`src/rtl/pack_sched_pkg.sv`:
```
// rtl/pack_sched_pkg.sv - shared types, byte codes and packet layout for pack_scheduler
// Macro PACK_SCHED_CHECKSUM_EN selects whether a trailing checksum byte is part of the packet.
package pack_sched_pkg;

  typedef enum logic [2:0] {
    ST_IDLE,
    ST_RECV,
    ST_CHECK,
    ST_WAIT_CH,
    ST_LOAD,
    ST_STATUS
  } state_e;

  localparam logic [7:0] HEADER      = 8'hA5;
  localparam logic [7:0] ACK         = 8'h06;
  localparam logic [7:0] NAK_CSUM    = 8'h15;
  localparam logic [7:0] NAK_CH      = 8'h16;
  localparam logic [7:0] NAK_TIMEOUT = 8'h17;

  // Byte offsets inside a packet; the header sits at offset 0.
  localparam int OFF_CH   = 1;
  localparam int OFF_CTRL = 2;
  localparam int OFF_LO   = 3;
  localparam int OFF_HI   = 4;
  localparam int OFF_PAT  = 5;

  function automatic int pack_bytes(input int data_bit);
`ifdef PACK_SCHED_CHECKSUM_EN
    return 2 * (data_bit / 8) + 6;
`else
    return 2 * (data_bit / 8) + 5;
`endif
  endfunction

endpackage

```
`src/rtl/rx_gap_timer.sv`:
```
// rtl/rx_gap_timer.sv - saturating inter-byte gap timer with timeout flag
// Ports:
//   clk, rst_n  clock, async active-low reset
//   clr_i       forces the count to zero (takes priority over en_i)
//   en_i        counts one per cycle until LIMIT, then holds
//   timeout_o   high in the cycle whose edge brings the count to LIMIT
module rx_gap_timer #(
  parameter int LIMIT = 100_000
) (
  input  logic clk,
  input  logic rst_n,
  input  logic clr_i,
  input  logic en_i,
  output logic timeout_o
);

  localparam int W = $clog2(LIMIT + 1);
  localparam logic [W-1:0] LIM = W'(LIMIT);

  logic [W-1:0] cnt_q, cnt_d;

  always_comb begin
    cnt_d = cnt_q;
    if (clr_i) begin
      cnt_d = '0;
    end else if (en_i && (cnt_q != LIM)) begin
      cnt_d = cnt_q + W'(1);
    end
  end

  always_ff @(posedge clk or negedge rst_n) begin
    if (!rst_n) begin
      cnt_q <= '0;
    end else begin
      cnt_q <= cnt_d;
    end
  end

  // Flagging on the next count lets the registered status leave LIMIT+1
  // cycles after the clearing byte rather than LIMIT+2.
  assign timeout_o = en_i && !clr_i && (cnt_d == LIM);

endmodule

```
`src/rtl/pack_scheduler.sv`:
```
// rtl/pack_scheduler.sv - UART command-packet scheduler for the serial output channels
// Frames UART bytes into packets, validates them, waits for the target channel
// to go idle, strobes its registers and returns a status byte per packet.
// Macro PACK_SCHED_CHECKSUM_EN: trailing XOR checksum byte present and checked.
// Ports:
//   clk, rst_n                    clock, async active-low reset
//   i_data, i_rx_done_tick        received byte and its one-cycle strobe
//   i_ch_busy                     per-channel busy flags
//   o_ch_sel, o_load              target channel and one-cycle load strobe
//   o_ctrl, o_lo_period, o_hi_period, o_pattern, o_freq_pattern  channel values
//   o_tx_start, o_tx_data         status byte strobe and value
//   o_drop_tick                   byte discarded while a packet is in flight
module pack_scheduler
  import pack_sched_pkg::*;
#(
  parameter int DATA_BIT    = 32,
  parameter int CH_NUM      = 16,
  parameter int TIMEOUT_CLK = 100_000
) (
  input  logic                       clk,
  input  logic                       rst_n,
  input  logic [7:0]                 i_data,
  input  logic                       i_rx_done_tick,
  input  logic [CH_NUM-1:0]          i_ch_busy,
  output logic [$clog2(CH_NUM)-1:0]  o_ch_sel,
  output logic                       o_load,
  output logic [7:0]                 o_ctrl,
  output logic [7:0]                 o_lo_period,
  output logic [7:0]                 o_hi_period,
  output logic [DATA_BIT-1:0]        o_pattern,
  output logic [DATA_BIT-1:0]        o_freq_pattern,
  output logic                       o_tx_start,
  output logic [7:0]                 o_tx_data,
  output logic                       o_drop_tick
);

  localparam int NB        = DATA_BIT / 8;
  localparam int PB        = pack_bytes(DATA_BIT);
  localparam int OFF_FREQ  = OFF_PAT + NB;
  localparam int LAST_DATA = OFF_FREQ + NB - 1;
  localparam int CNT_W     = $clog2(PB + 1);
  localparam int CH_W      = $clog2(CH_NUM);

  state_e             state_q, state_d;
  logic [CNT_W-1:0]   cnt_q, cnt_d;
  logic               store_en;
  logic [7:0]         pkt_q [1:LAST_DATA];
  logic               tmr_clr, tmr_en, tmr_timeout;
  logic [7:0]         tx_data_d;
  logic               drop_d;
  logic [DATA_BIT-1:0] pat_w, frq_w;
`ifdef PACK_SCHED_CHECKSUM_EN
  logic [7:0]         csum_q, csum_d;
`endif

  logic                load_q, tx_start_q, drop_q;
  logic [7:0]          tx_data_q, ctrl_q, lo_q, hi_q;
  logic [CH_W-1:0]     ch_sel_q;
  logic [DATA_BIT-1:0] pat_q, frq_q;

  logic [7:0]      ch_byte;
  logic            ch_ok;
  logic [CH_W-1:0] ch_idx;

  assign ch_byte = pkt_q[OFF_CH];
  assign ch_ok   = ({1'b0, ch_byte} < 9'(CH_NUM));
  assign ch_idx  = ch_byte[CH_W-1:0];

  // Gap timer only runs while a packet is open; any other state keeps it at zero.
  assign tmr_en  = (state_q == ST_RECV);
  assign tmr_clr = (state_q != ST_RECV) || i_rx_done_tick;

  rx_gap_timer #(
    .LIMIT(TIMEOUT_CLK)
  ) u_gap_timer (
    .clk      (clk),
    .rst_n    (rst_n),
    .clr_i    (tmr_clr),
    .en_i     (tmr_en),
    .timeout_o(tmr_timeout)
  );

  always_comb begin
    pat_w = '0;
    frq_w = '0;
    for (int i = 0; i < NB; i++) begin
      pat_w[8*i +: 8] = pkt_q[OFF_PAT + i];
      frq_w[8*i +: 8] = pkt_q[OFF_FREQ + i];
    end
  end

  always_comb begin
    state_d   = state_q;
    cnt_d     = cnt_q;
    store_en  = 1'b0;
    tx_data_d = tx_data_q;
    drop_d    = 1'b0;
`ifdef PACK_SCHED_CHECKSUM_EN
    csum_d    = csum_q;
`endif
    unique case (state_q)
      ST_IDLE: begin
        if (i_rx_done_tick && (i_data == HEADER)) begin
          state_d = ST_RECV;
          cnt_d   = CNT_W'(1);
`ifdef PACK_SCHED_CHECKSUM_EN
          csum_d  = HEADER;
`endif
        end
      end
      ST_RECV: begin
        // A byte arriving in the timeout cycle still counts.
        if (i_rx_done_tick) begin
          store_en = 1'b1;
          cnt_d    = cnt_q + CNT_W'(1);
`ifdef PACK_SCHED_CHECKSUM_EN
          // Folding the checksum byte in too leaves zero on a good packet.
          csum_d   = csum_q ^ i_data;
`endif
          if (cnt_q == CNT_W'(PB - 1)) begin
            state_d = ST_CHECK;
          end
        end else if (tmr_timeout) begin
          tx_data_d = NAK_TIMEOUT;
          state_d   = ST_STATUS;
        end
      end
      ST_CHECK: begin
        drop_d = i_rx_done_tick;
`ifdef PACK_SCHED_CHECKSUM_EN
        if (csum_q != 8'h00) begin
          tx_data_d = NAK_CSUM;
          state_d   = ST_STATUS;
        end else if (!ch_ok) begin
          tx_data_d = NAK_CH;
          state_d   = ST_STATUS;
        end else begin
          state_d   = ST_WAIT_CH;
        end
`else
        if (!ch_ok) begin
          tx_data_d = NAK_CH;
          state_d   = ST_STATUS;
        end else begin
          state_d   = ST_WAIT_CH;
        end
`endif
      end
      ST_WAIT_CH: begin
        drop_d = i_rx_done_tick;
        if (!i_ch_busy[ch_idx]) begin
          state_d = ST_LOAD;
        end
      end
      ST_LOAD: begin
        drop_d    = i_rx_done_tick;
        tx_data_d = ACK;
        state_d   = ST_STATUS;
      end
      ST_STATUS: begin
        drop_d  = i_rx_done_tick;
        state_d = ST_IDLE;
      end
      default: state_d = ST_IDLE;
    endcase
  end

  always_ff @(posedge clk or negedge rst_n) begin
    if (!rst_n) begin
      state_q <= ST_IDLE;
      cnt_q   <= '0;
`ifdef PACK_SCHED_CHECKSUM_EN
      csum_q  <= '0;
`endif
    end else begin
      state_q <= state_d;
      cnt_q   <= cnt_d;
`ifdef PACK_SCHED_CHECKSUM_EN
      csum_q  <= csum_d;
`endif
    end
  end

  always_ff @(posedge clk or negedge rst_n) begin
    if (!rst_n) begin
      for (int i = 1; i <= LAST_DATA; i++) pkt_q[i] <= '0;
    end else if (store_en) begin
      // The checksum byte has no slot; it only feeds the running XOR.
      for (int i = 1; i <= LAST_DATA; i++) begin
        if (cnt_q == CNT_W'(i)) pkt_q[i] <= i_data;
      end
    end
  end

  // Outputs are registered from the next state so each strobe lines up with
  // the cycle the FSM spends in LOAD or STATUS.
  always_ff @(posedge clk or negedge rst_n) begin
    if (!rst_n) begin
      load_q     <= 1'b0;
      tx_start_q <= 1'b0;
      tx_data_q  <= '0;
      drop_q     <= 1'b0;
      ch_sel_q   <= '0;
      ctrl_q     <= '0;
      lo_q       <= '0;
      hi_q       <= '0;
      pat_q      <= '0;
      frq_q      <= '0;
    end else begin
      load_q     <= (state_d == ST_LOAD);
      tx_start_q <= (state_d == ST_STATUS);
      tx_data_q  <= tx_data_d;
      drop_q     <= drop_d;
      if (state_d == ST_LOAD) begin
        ch_sel_q <= ch_idx;
        ctrl_q   <= pkt_q[OFF_CTRL];
        lo_q     <= pkt_q[OFF_LO];
        hi_q     <= pkt_q[OFF_HI];
        pat_q    <= pat_w;
        frq_q    <= frq_w;
      end
    end
  end

  assign o_load         = load_q;
  assign o_tx_start     = tx_start_q;
  assign o_tx_data      = tx_data_q;
  assign o_drop_tick    = drop_q;
  assign o_ch_sel       = ch_sel_q;
  assign o_ctrl         = ctrl_q;
  assign o_lo_period    = lo_q;
  assign o_hi_period    = hi_q;
  assign o_pattern      = pat_q;
  assign o_freq_pattern = frq_q;

endmodule
```
`config.mk`:
```
export PLATFORM = sky130hd
export DESIGN_NAME = pack_scheduler
export DESIGN_NICKNAME = d
export VERILOG_FILES = /design/src/rtl/pack_sched_pkg.sv /design/src/rtl/rx_gap_timer.sv /design/src/rtl/pack_scheduler.sv
export SDC_FILE = /design/constraint.sdc
export NUM_CORES = 1
export LEC_CHECK = 0
export CAP_MARGIN = 40
export CORE_MARGIN = 2
export CORE_UTILIZATION = 58
export CTS_CLUSTER_DIAMETER = 200
export CTS_CLUSTER_SIZE = 14
export DETAILED_ROUTE_END_ITERATION = 12
export PLACE_DENSITY_LB_ADDON = 0.2
export SYNTH_ARGS = -nofsm -noshare
export SYNTH_HDL_FRONTEND = slang
export SYNTH_SLANG_ARGS = --single-unit
```
`constraint.sdc`:
```
create_clock -name clk -period 6.7 [get_ports clk]
set_input_delay 1.005 -clock clk [delete_from_list [all_inputs] [get_ports clk]]
set_output_delay 1.005 -clock clk [all_outputs]
set_load 0.05 [all_outputs]
```
==> results by group <==
Pwr
  – Clock share of power: approximately a fifth
  – Cell leakage power: a little over 0.005 uW
  – Combinational Power Share: between 30% and 40%
  – Pwr Density: about 430 nW/um^2
  – Sequential Power Share: 43.6%
  – Switch Pwr: between 1500 and 2000 uW
  – Cell Int Power: 2950 uW
  – Worst VDD drop: about 0.31 mV
  – Switching Share: ~36%

Clock network
  – CTS tree: yes
  – Post CTS Setup Buffer Count: 0
  – Clk sink count: 218
  – Post_cts resized: 0
  – Reg clk slew, reported paths: ~0.060 ns
  – H-tree levels: 1
  – Clock Latency Late Sink: 0.48 ns
  – Total CTS buffers: 19
  – CTS Hold Bufs: 0
  – CTS root buffer: clkbuf_16
  – Clock Path Buffers: 3

Setup path
  – Worst reg-to-reg setup slack: around 3.3 ns
  – Peak fanout along the critical path: between 50 and 60
  – CP bufs+invs: 3
  – Worst r2r src: ch_byte[0]
  – Largest stage delay on the critical path: 0.59 ns
  – Cell mode on critical path: mux4_2
  – Critical-path cell list: clkdlybuf4s50_1 -> mux4_2 -> mux4_2 -> and4b_4 -> buf_16 -> buf_4 -> mux2_2
  – Critical Path Source: i_ch_busy[12]
  – Crit path to: o_freq_pattern[1]
  – Critical path launch point type: input pin
  – Crit path max-delay family: multiplexers
  – R2R Path End: o_freq_pattern[1]
  – Critical Path AT: 4.08 ns
  – CP required: ~7 ns
  – Worst reg-to-reg path cell count: 6
  – Critical Path Stages: 7
  – WS Path Type: input pin to register
  – Setup crit end kind: register
  – Slowest library cell on the worst path: and4b_4

Detailed routing
  – Antenna-violating nets left: 0
  – Routed vias: between 5k and 6k
  – DR vias/cell: 5.81
  – Routed wire per std cell: ~20 um
  – Drt total wl: around 18 mm
  – DR iter-0 viols: 335
  – Remaining DRCs: 0
  – Drt pass-1 iters: 4

Worst hold path
  – Hold path depth: 1
  – Hold Crit Class: register to register

Floorplanning
  – Die Ht: ~130 um
  – Starting Density: 59.3%
  – Core ar.: 15100 sq um
  – Die area: between 15000 and 20000 sq um
  – Chip Width: between 100 and 150 um
  – Num ports: 130
  – Cell Rows: 45

Layout
  – Core Util, Final: between 70% and 80%
  – Layout Nets: roughly 770
  – Antenna cells: 0
  – Layout area overhead: 20.1%
  – Share of cells above drive strength 1: between 20% and 30%

Yosys
  – Post-synth EDFFs: 0
  – Avg Cell Area, Syn: about 15 sq um
  – Synth warn: 0
  – Async SR Flop Fraction: 100%
  – Post-synthesis simple-gate area fraction: under 10%
  – Post-synth top flop: dfrtp_1
  – Count of unique library cells instantiated by Yosys: 50
  – Post-Synth Adder-Cell Area: less than 1%
  – Post-synthesis mux area share: between 20% and 30%
  – Synth Area in XOR/XNOR: under 10%
  – Number of synthesized register bits: about 220
  – Synth Cell Area: ~9000 sq um
  – Post-synthesis sequential area ratio: approximately three fifths
  – Post-synthesis compound-gate area fraction: roughly 2%
  – Cells after synthesis: 618
  – Largest family of logic cells by synthesized area: multiplexers

Timing
  – Setup violators final: 0
  – Period utilization: 55.6%
  – Skew final: roughly 0.009 ns
  – Final Max Slew Viols: 0
  – Period minus WS final: approximately 3.7 ns
  – Max Freq: 268 MHz
  – Final Hold Fails: 0
  – Max_slew headroom: 41.7%
  – Slew @ Worst Pin: 0.866 ns
  – Setup TNS: 0 ns
  – RSZ-0062 raised after global routing: false

Global route
  – Largest net degree at the start of global routing: about 110
  – Number of global-route vias before repair: roughly 5.6k
  – Initial antenna violation count: 0
  – First-pass GRT wire length: just under 30 mm
  – Tot GR Track Use: a little under a quarter
  – Gr ovfl total: 0

Place
  – Hpwl dp: 12.2 mm
  – IO buf count: approximately 130
  – Routability cong.: 0.814

Status
  – Status: complete, no violations

Run
  – Maxcap violations: 0
## through the flow
step	instances	area, sq um	power (uW)	hold WS, ns	worst slack, ns
after floorplan	621	9000	3160	0.459	3.70
after global placement	904	10300	3650	0.466	2.21
after detailed placement	905	10300	3720	0.471	2.50
after CTS	925	10800	4670	0.487	2.99
after global routing	925	10800	4870	0.503	2.89
final	925	10800	4640	0.483	2.97
## cells in the mapped netlist (all sizes together), types with 8 or more instances
master | count | area, sq um
dfrtp | 218 | 5460
mux2 | 189 | 2130
nor2 | 32 | 120
nand2 | 25 | 93.8
buf | 17 | 175
clkbuf | 16 | 60.1
inv | 11 | 41.3
xor2 | 10 | 87.6
a21oi | 9 | 45.0
xnor2 | 9 | 78.8
nand3 | 8 | 40.0
## placed cells by master, fill, tap and decap left out, types with 2 or more instances in the layout
cell type          n
dfrtp_1          218
mux2_2           130
clkdlybuf4s50_1  124
mux2_1            59
nor2_1            32
nand2_1           25
clkbuf_16         19
inv_1             11
xor2_1            10
a21oi_1            9
xnor2_1            9
nand3_1            8
ha_1               6
nand4_1            5
nor3_1             5
mux4_2             5
nor4_1             4
and2_1             4
conb_1             4
nand3b_1           3
and4_1             3
o21ai_0            3
o31ai_1            3
buf_4              3
nand2b_1           2
mux2i_1            2
nor2b_1            2
and3_1             2
nor3b_1            2
a21o_1             2
or3_1              2
## cell type report
| cell class | instances | area, sq um |
|---|---|---|
| clock inverters | 1 | 8.76 |
| clock buffers | 19 | 475 |
| multi-input cells | 359 | 3270 |
| inverters | 11 | 41.3 |
| repair buffers | 129 | 1310 |
| well taps | 188 | 235 |
| flip-flops and latches | 218 | 5460 |
| fillers | 982 | 4350 |
## layer usage
metal | share of wire (%) | global-route usage [%]
met4 | 1.9 | 6.01
met3 | 4.6 | 4.12
met5 | 0 | 0
met1 | 45 | 31.9
met2 | 49 | 38.0
## kinds of logic after synthesis
logic type	Yosys count
AO/OA/AOI/OAI	27
XOR/XNOR	19
adder cells (fa/ha/maj)	6
buffers and inverters	44
flip-flops	218
multiplexers	196
other	1
AND/OR/NAND/NOR	107
## registers in the layout, indices dropped and copies added (netlist names)
register,count
ch_byte,8
cnt_q,4
frq_w,32
o_ch_sel,4
o_ctrl,8
o_drop_tick,1
o_freq_pattern,32
o_hi_period,8
o_lo_period,8
o_load,1
o_pattern,32
o_tx_data,3
o_tx_start,1
pat_w,32
pkt_q,24
state_q,3
u_gap_timer.cnt_q,17
## worst min path at each step
stage | from | end | slack (ns)
after floorplan | pkt_q[64] | o_hi_period[0] | 0.46
after global routing | o_lo_period[1] | o_lo_period[1] | 0.50
after CTS | pkt_q[70] | o_hi_period[6] | 0.49
after global placement | o_tx_data[0] | o_tx_data[0] | 0.47
final | pat_w[24] | o_pattern[24] | 0.48
after detailed placement | pkt_q[70] | o_hi_period[6] | 0.47
## power groups by stage
stage	Combinational, uW	Clock [uW]	Sequential (uW)
final	1680	937	2020
after global routing	1780	1010	2080
after CTS	1690	958	2020
after detailed placement	1680	0	2040
after global placement	1630	0	2010
after floorplan	666	0	2490
Power figures use the tool's default switching activity.
